==> src/rtl/uart_regfile.sv <==
// uart_regfile: UART control/status registers with TX and RX byte FIFOs.
// Decodes regif_* access-phase strobes, returns combinational read data and
// streams bytes to/from the UART core.
// Optional feature macro: UART_REGIF_IRQ_EN (IER register and irq output).
module uart_regfile #(
  parameter int          FIFO_DEPTH = 4,
  parameter logic [15:0] BAUD_RST   = 16'd27
) (
  input  logic        PCLK,
  input  logic        PRESETn,
  input  logic        regif_sel,
  input  logic        regif_enable,
  input  logic        regif_write,
  input  logic [7:0]  regif_addr,
  input  logic [31:0] regif_wdata,
  output logic [31:0] regif_rdata,
  output logic        uart_en,
  output logic        parity_en,
  output logic        parity_odd,
  output logic        stop2,
  output logic [15:0] baud_div,
  output logic [7:0]  tx_data,
  output logic        tx_valid,
  input  logic        tx_ready,
  input  logic [7:0]  rx_data,
  input  logic        rx_valid,
  input  logic        rx_frame_err,
  input  logic        rx_parity_err,
  output logic        irq
);

  localparam int PW = (FIFO_DEPTH > 1) ? $clog2(FIFO_DEPTH) : 1;
  localparam int CW = $clog2(FIFO_DEPTH + 1);
  localparam logic [CW-1:0] DEPTH_C = CW'(FIFO_DEPTH);

  localparam logic [5:0] A_CTRL   = 6'h00;
  localparam logic [5:0] A_BAUD   = 6'h01;
  localparam logic [5:0] A_STATUS = 6'h02;
  localparam logic [5:0] A_TXDATA = 6'h03;
  localparam logic [5:0] A_RXDATA = 6'h04;
  localparam logic [5:0] A_IER    = 6'h05;

  logic [3:0]  ctrl_q, ctrl_d;
  logic [15:0] baud_q, baud_d;
  // sticky: [0] rx_overrun, [1] frame_err, [2] parity_err, [3] tx_overflow
  logic [3:0]  sticky_q, sticky_d;

  logic [FIFO_DEPTH-1:0][7:0] tx_mem_q, tx_mem_d, rx_mem_q, rx_mem_d;
  logic [PW-1:0] tx_wp_q, tx_wp_d, tx_rp_q, tx_rp_d;
  logic [PW-1:0] rx_wp_q, rx_wp_d, rx_rp_q, rx_rp_d;
  logic [CW-1:0] tx_count_q, tx_count_d, rx_count_q, rx_count_d;

  logic [5:0] addr_w;
  logic       wr, rd;
  logic       tx_full, tx_empty, rx_full, rx_empty;
  logic       tx_push, tx_pop, tx_push_ok;
  logic       rx_push, rx_pop, rx_push_ok;
  logic [3:0] sticky_set;
  logic       unused_bits;

  assign addr_w      = regif_addr[7:2];
  assign wr          = regif_sel & regif_enable & regif_write;
  assign rd          = regif_sel & regif_enable & ~regif_write;
  assign unused_bits = ^{regif_addr[1:0], regif_wdata[31:16]};

  assign tx_full  = (tx_count_q == DEPTH_C);
  assign tx_empty = (tx_count_q == '0);
  assign rx_full  = (rx_count_q == DEPTH_C);
  assign rx_empty = (rx_count_q == '0);

  assign uart_en    = ctrl_q[0];
  assign parity_en  = ctrl_q[1];
  assign parity_odd = ctrl_q[2];
  assign stop2      = ctrl_q[3];
  assign baud_div   = baud_q;
  assign tx_data    = tx_mem_q[tx_rp_q];
  assign tx_valid   = uart_en & ~tx_empty;

  // A pop on a full FIFO frees the slot the simultaneous push needs; a pop
  // on an empty FIFO cannot happen because both pop qualifiers require data.
  assign tx_push    = wr & (addr_w == A_TXDATA);
  assign tx_pop     = tx_valid & tx_ready;
  assign tx_push_ok = tx_push & (~tx_full | tx_pop);
  assign rx_push    = rx_valid & uart_en;
  assign rx_pop     = rd & (addr_w == A_RXDATA) & ~rx_empty;
  assign rx_push_ok = rx_push & (~rx_full | rx_pop);

  assign sticky_set = {tx_push & tx_full & ~tx_pop,
                       rx_valid & rx_parity_err,
                       rx_valid & rx_frame_err,
                       rx_push & rx_full & ~rx_pop};

  // Control, baud and sticky status register next-state
  always_comb begin
    ctrl_d   = ctrl_q;
    baud_d   = baud_q;
    sticky_d = sticky_q | sticky_set;
    if (wr && addr_w == A_CTRL) ctrl_d = regif_wdata[3:0];
    if (wr && addr_w == A_BAUD) baud_d = (regif_wdata[15:0] == 16'd0) ? 16'd1 : regif_wdata[15:0];
    if (wr && addr_w == A_STATUS) sticky_d = (sticky_q & ~regif_wdata[7:4]) | sticky_set;
  end

  // TX FIFO next-state: circular pointers plus occupancy count
  always_comb begin
    tx_mem_d   = tx_mem_q;
    tx_wp_d    = tx_wp_q;
    tx_rp_d    = tx_rp_q;
    tx_count_d = tx_count_q;
    if (tx_push_ok) begin
      tx_mem_d[tx_wp_q] = regif_wdata[7:0];
      tx_wp_d           = tx_wp_q + PW'(1);
    end
    if (tx_pop) tx_rp_d = tx_rp_q + PW'(1);
    case ({tx_push_ok, tx_pop})
      2'b10:   tx_count_d = tx_count_q + CW'(1);
      2'b01:   tx_count_d = tx_count_q - CW'(1);
      default: tx_count_d = tx_count_q;
    endcase
  end

  // RX FIFO next-state: circular pointers plus occupancy count
  always_comb begin
    rx_mem_d   = rx_mem_q;
    rx_wp_d    = rx_wp_q;
    rx_rp_d    = rx_rp_q;
    rx_count_d = rx_count_q;
    if (rx_push_ok) begin
      rx_mem_d[rx_wp_q] = rx_data;
      rx_wp_d           = rx_wp_q + PW'(1);
    end
    if (rx_pop) rx_rp_d = rx_rp_q + PW'(1);
    case ({rx_push_ok, rx_pop})
      2'b10:   rx_count_d = rx_count_q + CW'(1);
      2'b01:   rx_count_d = rx_count_q - CW'(1);
      default: rx_count_d = rx_count_q;
    endcase
  end

`ifdef UART_REGIF_IRQ_EN
  logic [2:0] ier_q, ier_d;
  logic       err_any;

  assign err_any = |sticky_q;
  assign irq     = |(ier_q & {err_any, tx_empty, ~rx_empty});

  // Interrupt enable register next-state
  always_comb begin
    ier_d = ier_q;
    if (wr && addr_w == A_IER) ier_d = regif_wdata[2:0];
  end

  // Interrupt enable register
  always_ff @(posedge PCLK or negedge PRESETn) begin
    if (!PRESETn) ier_q <= '0;
    else          ier_q <= ier_d;
  end
`else
  assign irq = 1'b0;
`endif

  // Combinational read mux; RXDATA shows the head during the access phase
  always_comb begin
    regif_rdata = '0;
    case (addr_w)
      A_CTRL:   regif_rdata[3:0]  = ctrl_q;
      A_BAUD:   regif_rdata[15:0] = baud_q;
      A_STATUS: regif_rdata[15:0] = {4'(rx_count_q), 4'(tx_count_q), sticky_q,
                                     rx_empty, rx_full, tx_empty, tx_full};
      A_RXDATA: regif_rdata[8:0]  = rx_empty ? 9'd0 : {1'b1, rx_mem_q[rx_rp_q]};
`ifdef UART_REGIF_IRQ_EN
      A_IER:    regif_rdata[2:0]  = ier_q;
`endif
      default:  regif_rdata = '0;
    endcase
  end

  // State registers; reset empties both FIFOs immediately
  always_ff @(posedge PCLK or negedge PRESETn) begin
    if (!PRESETn) begin
      ctrl_q     <= '0;
      baud_q     <= BAUD_RST;
      sticky_q   <= '0;
      tx_mem_q   <= '0;
      tx_wp_q    <= '0;
      tx_rp_q    <= '0;
      tx_count_q <= '0;
      rx_mem_q   <= '0;
      rx_wp_q    <= '0;
      rx_rp_q    <= '0;
      rx_count_q <= '0;
    end else begin
      ctrl_q     <= ctrl_d;
      baud_q     <= baud_d;
      sticky_q   <= sticky_d;
      tx_mem_q   <= tx_mem_d;
      tx_wp_q    <= tx_wp_d;
      tx_rp_q    <= tx_rp_d;
      tx_count_q <= tx_count_d;
      rx_mem_q   <= rx_mem_d;
      rx_wp_q    <= rx_wp_d;
      rx_rp_q    <= rx_rp_d;
      rx_count_q <= rx_count_d;
    end
  end

endmodule

==> config.mk <==
export PLATFORM = sky130hd
export DESIGN_NAME = uart_regfile
export DESIGN_NICKNAME = d
export VERILOG_FILES = /design/src/rtl/uart_regfile.sv
export SDC_FILE = /design/constraint.sdc
export NUM_CORES = 1
export LEC_CHECK = 0
export ABC_AREA = 1
export BUFFER_PORTS_ARGS = -buffer_cell sky130_fd_sc_hd__buf_4
export CORE_MARGIN = 5
export CORE_UTILIZATION = 45
export DETAILED_ROUTE_END_ITERATION = 12
export HOLD_SLACK_MARGIN = 0.15
export PLACE_DENSITY = 0.65
export SETUP_SLACK_MARGIN = 0.15
export SYNTH_ARGS = -nofsm -noshare
export SYNTH_HDL_FRONTEND = slang
export SYNTH_SLANG_ARGS = --single-unit
==> constraint.sdc <==
create_clock -name PCLK -period 3 [get_ports PCLK]
set_clock_uncertainty 0.05 [all_clocks]
set_input_delay 0.45 -clock PCLK [delete_from_list [all_inputs] [get_ports PCLK]]
set_output_delay 0.45 -clock PCLK [all_outputs]
set_load 0.05 [all_outputs]
==> results summary <==
Measured against its own limit, the worst slew margin works out to 0.604. The synthesis-to-finish area growth is 18.5%. In this design, the critical path's most frequently occurring cell is sky130_fd_sc_hd__buf_4. Timing would allow up to ~400 MHz. TritonCTS built the clock tree. The sum of negative setup slack is 0 ns. The share of the cycle needed by the critical path after routing is 0.831. Walking the worst path, the cells encountered are buf_4, nor2_2, nand4_2, buf_4, o211ai_1, buf_4.

At the worst endpoint, the required time is ~2.5 ns. The met3 wirelength from detailed routing came out at roughly 560 um. The library cells used most frequently in the layout, excluding fill and tap cells, are sky130_fd_sc_hd__nand2_1 (224), sky130_fd_sc_hd__dfrtp_1 (98), sky130_fd_sc_hd__buf_4 (89), sky130_fd_sc_hd__o21ai_0 (57), sky130_fd_sc_hd__inv_1 (50). In the detailed route, the total length drawn on met2 is slightly below 7000 um.

In this design, the stage delay of the slowest critical-path cell is between 0.3 and 0.4 ns. The detailed-router iteration count before antenna repair came out at 4. The register bit total from synthesis is between 100 and 150. sky130_fd_sc_hd__dfrtp_1 takes more of the synthesized area than any other cell.

Counting tap cells, the placed design contains a total of 863 instances. The number of max-slew violations in the final report is 0. The maximum number of buffers from clock root to sink came out at 2. The slowest stage of the critical path is the sky130_fd_sc_hd__nand4_2 cell. CTS placed an instance of sky130_fd_sc_hd__clkbuf_16 at the clock tree root. The total half-perimeter wirelength after legalization and detailed placement came out at between 10,000 and 15,000 um. The later-pin clock latency in the skew report came out at approximately 0.34 ns.

The clock transition at the registers of the reported paths came out at about 0.07 ns. Data on the critical path arrives at its endpoint at slightly below 2 ns. IR analysis of the VDD net gives a maximum drop of ~0.5 mV. The H-tree generated during clock tree synthesis spans 3 levels.

The number of design-rule violations left by the first detailed-router iteration came out at 305. The post-detailed-route wirelength per cell is roughly 16 um. The total clock buffers created by CTS came out at 9. Across every metal layer, demand over resource in global routing totals 0.198. The filler cell count is 1,067. The worst hold path stage count came out at 3. The TritonCTS sink count came out at between 100 and 150. In the synthesized netlist the dominant register cell turns out to be sky130_fd_sc_hd__dfrtp_1. The startpoint kind of the worst setup timing path is a primary input.

The initial standard-cell utilization of the core came out at 0.461. Detailed routing inserted a total of around 4,600 vias. The core region is about 0.011 mm2.

The hold path startpoint is rx_parity_err. The highest layer used for signal routing is met4. The share of cells above drive strength 1 is 0.171. The portion of the post-synthesis area used by sequential elements is 0.484. By area the synthesized netlist is led by sky130_fd_sc_hd__dfrtp_1 (46%), sky130_fd_sc_hd__nand2_1 (16%), sky130_fd_sc_hd__o21ai_0 (5.4%), sky130_fd_sc_hd__nand4_1 (4.0%), sky130_fd_sc_hd__inv_1 (3.6%). The mean instance size in the synthesized netlist is 8.10 um2. For this block, wires on met1 add up to ~6000 um.

The leakage power came out at ~0.0033 uW. The net count of the finished layout is roughly 800. The total of warnings raised by yosys is 0. The routability-driven placement congestion ratio came out at between 0.8 and 0.9. In this run the tool buffered the top-level ports with 83 buffer cells. The number of unique standard cell types used by synthesis came out at 34. STA classifies the critical path endpoint as an output pin.

The number of rows in the core area is 39. The repair_antennas step left the layout with diodes totalling 0. The number of antenna violations at the first check in global routing was 0. The setup violation total in the final timing report is 0. The path class of the tightest hold or removal check is in2reg.

The overall overflow remaining after global route came out at 0. Of all flip-flops after synthesis, the portion carrying an async set or reset was 1.00. The die outline area came out at approximately 0.014 mm2. The final cell count without fillers came out at 880.

The synthesized instance count is approximately 650. The clock period minus worst slack is roughly 2.5 ns. The cell area after synthesis is between 0.005 and 0.006 mm2. The die width came out at around 120 um. The count of pins on the block boundary is between 100 and 150.

The count of final hold-check violations was 0. The via count of the first global-routing pass is 4,442. The die is between 100 and 150 um tall.

The tool flagged a number of max-cap violations equal to 0. The number of enable-type register cells in the synthesized netlist is 0. In this run the critical register-to-register path is launched from tx_count_q[2]. Along the worst path, the maximum fanout reaches 12. Setup repair after global routing left no endpoint under its margin.

The residual DRC count is 0. The slew of the pin with the lowest slew margin is between 0.5 and 0.6 ns. The average vias per placed instance is just over 5. The first-pass GRT wire length is approximately 23,000 um. The flow ran to the end, and the final reports show no timing, DRC or antenna violations. The class of the most critical setup path is in2out. Summed over all layers, the routed wires come to between 10,000 and 15,000 um. The power density of the placed cells is just under 600 mW/mm2. The share of synthesized area in the top cell type comes to 0.464.

The pin count of the biggest net entering global routing came out at between 60 and 70. The critical path starts at regif_addr[7]. The remaining number of nets flagged by the antenna check after routing came out at 0. The most common cell after layout, fill and taps aside is sky130_fd_sc_hd__nand2_1. The path depth of the worst reg2reg path is 11.
[through the flow]
stage / power, uW / utilization / cell area [um2] / worst slack [ns] / hold WS, ns
final: 3660 / 0.546 / 6260 / 0.506 / 0.272
after global routing: 3840 / 0.546 / 6260 / 0.353 / 0.266
after CTS: 3690 / 0.546 / 6260 / 0.500 / 0.269
after detailed placement: 2610 / 0.521 / 5980 / 0.537 / 0.403
after global placement: 2590 / 0.521 / 5980 / 0.557 / 0.399
after floorplan: 2290 / - / 5340 / 0.297 / 0.104
[cells in the mapped netlist (4+ instances only)]
master,number
sky130_fd_sc_hd__inv_1,50
sky130_fd_sc_hd__o21ai_1,5
sky130_fd_sc_hd__dfrtp_1,98
sky130_fd_sc_hd__a22oi_1,4
sky130_fd_sc_hd__o21ai_0,57
sky130_fd_sc_hd__o211ai_1,4
sky130_fd_sc_hd__nand2_4,5
sky130_fd_sc_hd__ha_1,10
sky130_fd_sc_hd__buf_4,23
sky130_fd_sc_hd__a21oi_1,5
sky130_fd_sc_hd__nand2_1,224
sky130_fd_sc_hd__o22ai_1,21
sky130_fd_sc_hd__xor2_1,7
sky130_fd_sc_hd__nor2_1,46
sky130_fd_sc_hd__dfstp_2,4
sky130_fd_sc_hd__clkbuf_1,9
sky130_fd_sc_hd__nand4_1,34
sky130_fd_sc_hd__nor2_4,5
sky130_fd_sc_hd__nand3_1,15
[routing by layer]
| layer | track usage | vias up |
|---|---|---|
| li1 | - | 2254 |
| met1 | 0.261 | 2197 |
| met2 | 0.330 | 92 |
| met3 | 0.0458 | 18 |
| met4 | 0.0523 | 0 |
| met5 | 0 | - |
[cells by family after synthesis]
logic type	after synthesis	synth area share
other cells	1	0.000710
buf+inv	90	0.0820
flops	102	0.484
xor+xnor	9	0.0149
simple gates	342	0.287
compound gates	96	0.0997
fa+ha+maj	12	0.0313
[critical path, delay by kind of cell]
family,cells,cell delay (ns)
buf+inv,3,0.67
compound gates,1,0.27
simple gates,2,0.59
[what timing repair did]
action,4_1_cts,5_1_grt
resized for setup,0,0
hold buffers,1,0
endpoints found under the hold margin,36,0
setup buffers,0,0
[layout make-up]
type | count | area, um2 | share of cell area
clock buffer | 13 | 250 | 0.0400
clock inverter | 3 | 20.0 | 0.00320
inverter | 52 | 200 | 0.0320
multi-input combinational | 476 | 2350 | 0.376
sequential | 102 | 2560 | 0.409
tap | 143 | 179 | 0.0286
timing repair buffer | 91 | 698 | 0.112
[worst paths after layout]
path | endpoint | slack (ns)
max in group asynchronous | baud_div[3] | 1.56
max | regif_rdata[7] | 0.51
min in group asynchronous | baud_div[9] | 0.57
min | sticky_q[2] | 0.27
min reg2reg | tx_mem_q[22] | 0.42
max reg2reg | tx_count_q[2] | 0.63
[report_power, final]
| group | switching, uW | leakage (uW) | internal [uW] |
|---|---|---|---|
| clock network | 497 | 0.000126 | 585 |
| logic | 749 | 0.00189 | 302 |
| registers | 85.6 | 0.00132 | 1440 |
| total | 1330 | 0.00333 | 2330 |
[registers in the layout, summed over array words and instances (netlist names)]
| register | count |
|---|---|
| baud_div | 16 |
| ctrl_q | 4 |
| rx_count_q | 3 |
| rx_mem_q | 32 |
| rx_rp_q | 2 |
| rx_wp_q | 2 |
| sticky_q | 4 |
| tx_count_q | 3 |
| tx_mem_q | 32 |
| tx_rp_q | 2 |
| tx_wp_q | 2 |
Note: power is estimated with default switching activity, not from simulation.
